$ cat config.mk
export PLATFORM = sky130hd
export DESIGN_NAME = uart_rx_ctrl
export DESIGN_NICKNAME = d
export VERILOG_FILES = /design/src/rtl/uart_rx_ctrl.sv
export SDC_FILE = /design/constraint.sdc
export NUM_CORES = 1
export LEC_CHECK = 0
export ABC_AREA = 1
export CAP_MARGIN = 10
export CORE_MARGIN = 2
export CORE_UTILIZATION = 49
export CTS_CLUSTER_SIZE = 40
export DETAILED_ROUTE_END_ITERATION = 6
export GPL_ROUTABILITY_DRIVEN = 1
export GPL_TIMING_DRIVEN = 0
export PLACE_DENSITY = 0.79
export SLEW_MARGIN = 10
export SYNTH_ARGS = -nofsm -noshare
export SYNTH_HDL_FRONTEND = slang
export SYNTH_SLANG_ARGS = --single-unit
$ cat constraint.sdc
create_clock -name clk -period 2.12 [get_ports clk]
set_clock_uncertainty 0.15 [all_clocks]
set_input_delay 0.424 -clock clk [delete_from_list [all_inputs] [get_ports clk]]
set_output_delay 0.424 -clock clk [all_outputs]
set_load 0.03 [all_outputs]
$ cat src/rtl/uart_rx_ctrl.sv
// Receive-side controller for uart_rx: enable/read handshake, FWFT byte FIFO, parity recovery, sticky errors.
// Optional frame/error statistics counters are built when UART_RX_STATS_EN is defined.
module uart_rx_ctrl #(
    parameter int DEPTH = 4,
    parameter int AW    = 2
) (
    input  logic          clk,
    input  logic          rst_n,
    input  logic          host_en,
    input  logic          pop,
    input  logic          err_clr,
    input  logic          rx_ok,
    input  logic [7:0]    rxd_out,
    input  logic          parity_error,
    output logic          rx_en,
    output logic          rd_data_flag,
    output logic [7:0]    rdata,
    output logic          rvalid,
    output logic          fifo_full,
    output logic [AW:0]   fifo_level,
    output logic          ovr_err,
    output logic          par_err,
    output logic [15:0]   frame_cnt,
    output logic [7:0]    err_cnt
);

    typedef enum logic [1:0] {
        S_IDLE    = 2'd0,
        S_RUN     = 2'd1,
        S_RECOVER = 2'd2
    } state_e;

    localparam logic [AW:0] FULL_LVL = (AW + 1)'(DEPTH);

    state_e          state_q, state_d;
    logic            rec_cnt_q, rec_cnt_d;
    logic            rx_en_q, rdf_q;
    logic            rx_ok_q, perr_q;
    logic [7:0]      mem_q [DEPTH];
    logic [AW-1:0]   wr_ptr_q, rd_ptr_q;
    logic [AW:0]     level_q, level_d;
    logic            ovr_err_q, par_err_q;

    logic            in_run;
    logic            ok_rise;
    logic            par_rise;
    logic            full;
    logic            do_pop;
    logic            do_push;
    logic            overrun;

    assign in_run   = (state_q == S_RUN);
    assign ok_rise  = rx_ok & ~rx_ok_q & in_run;
    assign par_rise = parity_error & ~perr_q & in_run;
    assign full     = (level_q == FULL_LVL);
    assign do_pop   = pop & (level_q != '0);
    // A pop in the same cycle frees the slot, so a full FIFO still accepts the byte.
    assign do_push  = ok_rise & (~full | do_pop);
    assign overrun  = ok_rise & full & ~pop;

    always_comb begin
        state_d   = state_q;
        rec_cnt_d = 1'b0;
        case (state_q)
            S_IDLE: begin
                if (host_en) state_d = S_RUN;
            end
            S_RUN: begin
                if (!host_en)     state_d = S_IDLE;
                else if (par_rise) state_d = S_RECOVER;
            end
            S_RECOVER: begin
                rec_cnt_d = 1'b1;
                if (rec_cnt_q) begin
                    rec_cnt_d = 1'b0;
                    state_d   = host_en ? S_RUN : S_IDLE;
                end
            end
            default: state_d = S_IDLE;
        endcase
    end

    always_comb begin
        level_d = level_q;
        if (do_push && !do_pop)      level_d = level_q + 1'b1;
        else if (do_pop && !do_push) level_d = level_q - 1'b1;
    end

    always_ff @(posedge clk) begin
        if (!rst_n) begin
            state_q   <= S_IDLE;
            rec_cnt_q <= 1'b0;
            rx_en_q   <= 1'b0;
            rdf_q     <= 1'b0;
            rx_ok_q   <= 1'b0;
            perr_q    <= 1'b0;
            wr_ptr_q  <= '0;
            rd_ptr_q  <= '0;
            level_q   <= '0;
            ovr_err_q <= 1'b0;
            par_err_q <= 1'b0;
        end else begin
            state_q   <= state_d;
            rec_cnt_q <= rec_cnt_d;
            // Outputs decoded from the next state so they are plain flops.
            rx_en_q   <= (state_d == S_RUN);
            rdf_q     <= (state_d == S_RUN);
            rx_ok_q   <= rx_ok;
            perr_q    <= parity_error;
            level_q   <= level_d;
            if (do_push) wr_ptr_q <= wr_ptr_q + 1'b1;
            if (do_pop)  rd_ptr_q <= rd_ptr_q + 1'b1;
            if (overrun)      ovr_err_q <= 1'b1;
            else if (err_clr) ovr_err_q <= 1'b0;
            if (par_rise)     par_err_q <= 1'b1;
            else if (err_clr) par_err_q <= 1'b0;
        end
    end

    // Storage needs no reset: the head is masked by rvalid.
    always_ff @(posedge clk) begin
        if (do_push) mem_q[wr_ptr_q] <= rxd_out;
    end

`ifdef UART_RX_STATS_EN
    logic [15:0] frame_cnt_q;
    logic [7:0]  err_cnt_q;
    logic        err_event;

    assign err_event = overrun | par_rise;

    always_ff @(posedge clk) begin
        if (!rst_n) begin
            frame_cnt_q <= '0;
            err_cnt_q   <= '0;
        end else begin
            if (ok_rise)      frame_cnt_q <= frame_cnt_q + 16'd1;
            else if (err_clr) frame_cnt_q <= '0;
            if (err_event) begin
                if (err_cnt_q != 8'hFF) err_cnt_q <= err_cnt_q + 8'd1;
            end else if (err_clr) begin
                err_cnt_q <= '0;
            end
        end
    end

    assign frame_cnt = frame_cnt_q;
    assign err_cnt   = err_cnt_q;
`else
    assign frame_cnt = '0;
    assign err_cnt   = '0;
`endif

    assign rx_en        = rx_en_q;
    assign rd_data_flag = rdf_q;
    assign rvalid       = (level_q != '0);
    assign rdata        = (level_q != '0) ? mem_q[rd_ptr_q] : 8'h00;
    assign fifo_full    = full;
    assign fifo_level   = level_q;
    assign ovr_err      = ovr_err_q;
    assign par_err      = par_err_q;

endmodule

==> summary.md, run 1 <==
| Metric | Value |
|---|---|
| Initial Util | between 50% and 60% |
| Maximum fanout along the worst path | 8 |
| Hold WC Path Type | primary input to register |
| LEAKAGE | 0.00123 uW |
| Critical path's slowest cell | dfxtp_2 |
| Core ar. | about 4400 um^2 |
| CTS HTree Levels | 2 |
| Clk pin slew, worst setup/hold paths | 0.09 ns |
| Vias | about 1,600 |
| Residual DRC | 0 |
| Tot Pwr | between 3000 and 4000 uW |
| Slew Viols, Final | 0 |
| Final min period | 2.06 ns |
| TritonCTS clock tree | built |
| Peak supply drop | between 1 and 1.5 mV |
| Core Util, Final | around 66% |
| CP Cell Sequence | inv_1, nand2_4, clkinvlp_4, buf_12, a21oi_2, clkbuf_4 |
| Commonest non-fill, non-tap cell in the layout | nor2_1 |
| Distinct cells, synth | 23 |
| Status | completed |
| Critical path class | register to output pin |
| Relative slew slack | 44.6% |
| RSZ-0062 raised after global routing | false |
| Vias in the first global route | between 1,000 and 1,500 |
| Post-synth EDFFs | 32 |
| Total GRT Usage | ~16% |
| Critical Path Start Type | register |
| Setup Total Neg Slack | 0 ns |
| Rows | 24 |
| Area growth from synthesis to layout | 27.7% |
| Total Nets Final | between 300 and 400 |
| Placer Congestion | between 0.7 and 0.8 |
| Share of cells above drive strength 1 | 26.8% |
| Root Driver | clkbuf_8 |
| # diodes | 0 |
| Post-synthesis cell area | around 2300 um^2 |
| Initial antenna violation count | 0 |
| Hold Vio Cnt, Final | 0 |
| Seq cells post-synth | 49 |
| Horiz. Die Dim | 72.5 um |
| Post-Synthesis Cells | between 200 and 250 |
| Largest net degree at the start of global routing | 15 |
| Most frequent cells in the layout | nor2_1 (38), buf_4 (32), edfxtp_1 (32), inv_1 (25), conb_1 (24) |
| Fill cells | roughly 370 |
| Place WS | -0.525 ns |
| Synth Area per Inst | 9.78 um^2 |
| Asr flop ratio synth | 0% |
| First-pass GRT wire length | roughly 6400 um |
| Die Area | 5250 um^2 |
| Post-DRT Antenna Nets | 0 |
| Routed len/inst | ~12 um |
| Main synth FF type | edfxtp_1 |
| Clk sinks | 49 |
| Setup ws final | 0.0638 ns |
| Final setup fails | 0 |
| Worst Max-Slew Pin Slew | approximately 0.83 ns |
| Total CTS buffers | 5 |
| CTS Buffer Depth | 2 |
| Pre-Repair DR Iteration Count | 6 |
| Worst endpoint required time | 1.55 ns |
| # hold bufs at CTS | 0 |
| Die height | roughly 72 um |
| WL final | 4200 um |
| PortBufs | 30 |
| GRT overflow | 0 |
| Placement Cell Area | between 2000 and 3000 um^2 |
| # IOs | 56 |
| Drt via density | ~4.6 |
| Clk_lat worst skew | 0.31 ns |
| 1st-iter DRT viols | ~160 |
| Crit path largest cell delay | around 0.37 ns |
| Fmax | roughly 500 MHz |
| YS warnings | 0 |
| CP Capture Type | output pin |
| CP Data Arrival Time | between 1 and 1.5 ns |
| Max-cap violations | 0 |
| Post-synthesis sequential area ratio | between 50 and 60% |
| Period utilization | 97.0% |
| HPWL Detailed | between 2000 and 3000 um |
| Cell area after layout | roughly 3000 um^2 |
| Power density cells | about 1100 nW/um^2 |
cell type report:
type	instances	area, um^2	share of cell area [%]
Buffer	30	243	8.28
Clock buffer	8	111	3.80
Inverter	28	109	3.71
Multi-Input combinational cell	151	797	27.2
Sequential cell	49	1310	44.5
Tap cell	52	65.1	2.22
Timing Repair Buffer	32	303	10.3
logic make-up after synthesis:
logic type               after synthesis  share of synthesized area [%]
AND/OR/NAND/NOR                       88                           17.1
flip-flops                            49                           56.6
buffers and inverters                 58                           15.1
adder cells (fa/ha/maj)                6                           3.59
XOR/XNOR                               1                          0.381
other                                  1                          0.163
AO/OA/AOI/OAI                         32                           6.97
routing by layer:
metal | global-route usage, % | vias up | part of all wire, %
li1 | - | 834 | -
met1 | 19.0 | 736 | 42
met2 | 29.2 | 52 | 51
met3 | 3.89 | 5 | 6.2
met4 | 6.79 | 0 | 1.1
met5 | 0 | - | 0
sequential cells by signal (all words and copies together), names as in the netlist, named ones only:
register	count
fifo_level	3
par_err	1
rx_ok_q	1
rec_cnt_q	1
ovr_err	1
state_q	2
perr_q	1
wr_ptr_q	2
mem_q	32
rd_data_flag	1
rd_ptr_q	2
timing repair:
action,4_1_cts,5_1_grt
buffers inserted,1,1
gates resized for setup,37,39
pin swaps,1,1
endpoints found under the setup margin,41,10
worst paths after layout:
check,startpoint,end,slack (ns),depth (start not counted)
min,rst_n,fifo_level[2],0.26,3
min reg2reg,par_err,par_err,0.33,2
max reg2reg,fifo_level[0],fifo_level[1],0.13,9
max,fifo_level[2],rdata[3],0.06,6
cells in the mapped netlist (2+ instances only):
| master | number | area share, % |
|---|---|---|
| dfxtp_1 | 17 | 15 |
| o21ai_1 | 10 | 2.2 |
| buf_4 | 26 | 8.5 |
| edfxtp_1 | 32 | 42 |
| ha_1 | 5 | 2.7 |
| buf_6 | 2 | 0.98 |
| inv_1 | 26 | 4.2 |
| nand2_1 | 21 | 3.4 |
| inv_2 | 2 | 0.33 |
| nand3_1 | 8 | 1.7 |
| nand2_2 | 2 | 0.54 |
| nor2_2 | 14 | 3.8 |
| nor3_1 | 3 | 0.65 |
| nor2_1 | 38 | 6.2 |
| o21ai_0 | 7 | 1.5 |
| a21oi_1 | 15 | 3.3 |
through the flow:
step,instances,hold WS [ns]
after floorplan,258,0.316
after global placement,340,0.307
after detailed placement,340,0.316
after CTS,349,0.275
after global routing,350,0.284
final,350,0.260
power by group:
| group | total [uW] | internal [uW] | switching, uW |
|---|---|---|---|
| Clock | 635 | 337 | 298 |
| Combinational | 1470 | 564 | 910 |
| Sequential | 1140 | 1080 | 61.1 |
critical path, delay by kind of cell, from the launching register on:
family / cells / cell delay, ns
buffers and inverters: 4 / 0.56
flip-flops: 1 / 0.37
AND/OR/NAND/NOR: 1 / 0.12
AO/OA/AOI/OAI: 1 / 0.11
(Power assumes the default switching activity.)
==> run 2: changes to the inputs <==
--- a/config.mk
+++ b/config.mk
@@ -14,6 +14,7 @@
 export GPL_ROUTABILITY_DRIVEN = 1
 export GPL_TIMING_DRIVEN = 0
 export PLACE_DENSITY = 0.79
+export SETUP_SLACK_MARGIN = 0.2
 export SLEW_MARGIN = 10
 export SYNTH_ARGS = -nofsm -noshare
 export SYNTH_HDL_FRONTEND = slang
==> run 2 against run 1 <==
  * Clock-buffer cell count down 1
  * Critical path depth stayed put
  * Clock power increased by 2%
  * Wire length grew 8.4%
  * Via count is 1.4% higher
  * Non-clock buffer count is 14 higher
  * Maximum frequency rose by 0.77%
  * Power rose by 14%
  * First-iteration DRC count fell by 29%
  * Cell area grew 9.2%
  * Largest power group unchanged
  * Cell count is 4.0% higher
==> summary.md, run 2 (synthesized netlist as in run 1, its figures left out) <==
| Metric | Value |
|---|---|
| Post-DRT Antenna Nets | 0 (unchanged) |
| Clk pin slew, worst setup/hold paths | 0.09 ns (about the same) |
| Met2 usage | 33.6% (+4.5 points) |
| Commonest non-fill, non-tap cell in the layout | buf_4 |
| Clk sinks | 49 (unchanged) |
| # diodes | 0 (unchanged) |
| Core ar. | 4440 um^2 (unchanged) |
| Clk_lat worst skew | 0.30 ns (about the same) |
| Clock power share | 17.4% (-2.1 points) |
| Drt via density | 4.53 (-2.5%) |
| Crit path largest cell delay | 0.39 ns (+0.02 ns) |
| Worst endpoint required time | 1.55 ns (about the same) |
| Residual DRC | 0 (unchanged) |
| Top reg by flops | mem_q |
| Most frequent cells in the layout | buf_4 (37), nor2_1 (32), edfxtp_1 (32), conb_1 (24), inv_1 (22) |
| Vias | 1,649 (+1.4%) |
| Met1 usage | 20.6% (+1.6 points) |
| Total GRT Usage | 18.2% (+1.8 points) |
| Max reg flops | 32 (unchanged) |
| Initial antenna violation count | 0 (unchanged) |
| Net switching fraction of the power | 38.3% (-0.74 points) |
| # IOs | 56 (unchanged) |
| Routed len/inst | 12.5 um (+4.2%) |
| Die Area | 5250 um^2 (unchanged) |
| Pre-Repair DR Iteration Count | 4 (-2) |
| Vias in the first global route | 1,565 (+9.1%) |
| GRT Max-Usage Layer | met2 |
| Peak supply drop | 1.04 mV (+1.2%) |
| Final min period | 2.04 ns (-0.0156 ns) |
| Largest net degree at the start of global routing | 16 (+1) |
| Cell area after layout | 3200 um^2 (+9.2%) |
| Critical Path Start Type | register |
| Horiz. Die Dim | 72.5 um (unchanged) |
| Critical path's slowest cell | dfxtp_4 |
| Hold WC Path Type | primary input to register |
| HPWL Detailed | 2970 um (+4.3%) |
| LEAKAGE | 0.00141 uW (+14%) |
| Sw Pwr | 1420 uW (+12%) |
| RSZ-0062 raised after global routing | true |
| GRT overflow | 0 (unchanged) |
| Initial Util | 51.7% (unchanged) |
| Rows | 24 (unchanged) |
| Setup Total Neg Slack | 0 ns (unchanged) |
| CP Capture Type | output pin |
| Share of cells above drive strength 1 | 36.2% (+9.4 points) |
| Final setup fails | 0 (unchanged) |
| Placer Congestion | 0.729 (+0.29%) |
| CP Data Arrival Time | 1.47 ns (about the same) |
| Critical path class | register to output pin |
| Power density cells | 1160 nW/um^2 (+4.7%) |
| Total Nets Final | 332 (+4.4%) |
| Slew Viols, Final | 0 (unchanged) |
| Root Driver | clkbuf_8 |
| Fmax | 490 MHz (+0.77%) |
| CTS Buffer Depth | 2 (unchanged) |
| CP Cell Sequence | nor2_4, nand2_4, clkinvlp_4, buf_12, a21oi_2, buf_6 |
| Worst hold slack | 0.284 ns (+0.0238 ns) |
| Placement Cell Area | 2820 um^2 (+2.4%) |
| Worst Max-Slew Pin Slew | 0.782 ns (-0.0460 ns) |
| Area growth from synthesis to layout | 39.4% |
| Status | completed |
| Core Util, Final | 72.1% (+6.1 points) |
| 1st-iter DRT viols | 113 (-29%) |
| TritonCTS clock tree | built |
| Hold Vio Cnt, Final | 0 (unchanged) |
| Maximum fanout along the worst path | 5 (-3) |
| Total CTS buffers | 5 (unchanged) |
| First-pass GRT wire length | 7170 um (+12%) |
| # hold bufs at CTS | 0 (unchanged) |
| Sequential power share | 30.9% (-4.3 points) |
| CTS HTree Levels | 2 (unchanged) |
| Period utilization | 96.3% (-0.74 points) |
| Pint | 2300 uW (+16%) |
| Die height | 72.5 um (unchanged) |
| Combinational share of power | 51.8% (+6.5 points) |
| PortBufs | 30 (unchanged) |
| GR Layer Usage met3 | 5.00% (+1.1 points) |
| WL final | 4550 um (+8.4%) |
| Max-cap violations | 0 (unchanged) |
| Relative slew slack | 47.7% (+3.1 points) |
-- run 2: cell types whose count changed in the layout (fill, tap and decap cells not counted), sizes merged, moves of 2 or more --
cell	delta
dlymetal6s2s	+3
clkbuf	-4
buf	+18
clkdlybuf4s50	-7
dlygate4sd2	+2
-- run 2: worst max-delay path: cells and delay by family, from the launching register on --
kind | cells | cell delay [ns]
and+or+nand+nor | 2 | 0.15
buffers and inverters | 3 | 0.48
AOI/OAI and AO/OA | 1 | 0.12
DFF | 1 | 0.39
-- run 2: stage by stage --
step | total power (uW) | setup slack, ns | std cells
after global routing | 3900 | 0.0426 | 364
after floorplan | 2160 | 0.207 | 258
after detailed placement | 2620 | -0.448 | 340
after global placement | 2590 | -0.392 | 340
final | 3720 | 0.0795 | 364
after CTS | 3590 | 0.0445 | 360
-- run 2: cell type report --
| class | count | area (um^2) |
|---|---|---|
| well taps | 52 | 65.1 |
| flip-flops and latches | 49 | 1310 |
| clock buffers | 7 | 108 |
| repair buffers | 46 | 475 |
| clock inverters | 1 | 6.26 |
| multi-input cells | 151 | 867 |
| fillers | 335 | 1240 |
| plain buffers | 30 | 254 |
| inverters | 28 | 114 |
-- run 2: per-layer routing --
metal,vias up,wire length [um]
met4,0,35
met5,-,0
met1,744,1890
met3,4,243
met2,43,2380
li1,858,-
-- run 2: timing repair --
item / 4_1_cts / 5_1_grt
buffers inserted: 11 / 4
resized for setup: 89 / 21
gates cloned: 1 / 0
setup endpoints to repair: 48 / 27
pin swaps: 9 / 8
-- run 2: worst paths after layout --
| check | cells past startpoint | to | slack [ns] | start |
|---|---|---|---|---|
| max | 6 | rdata[2] | 0.08 | fifo_level[1] |
| min | 3 | fifo_level[2] | 0.28 | rst_n |
| max reg2reg | 10 | fifo_level[1] | 0.17 | fifo_level[0] |
| min reg2reg | 2 | par_err | 0.33 | par_err |
-- run 2: power groups by stage --
stage	sequential [uW]	clock (uW)	combinational (uW)
after floorplan	1210	0	947
after global placement	1170	0	1420
after detailed placement	1170	0	1450
after CTS	1160	654	1780
after global routing	1150	689	2050
final	1150	647	1920
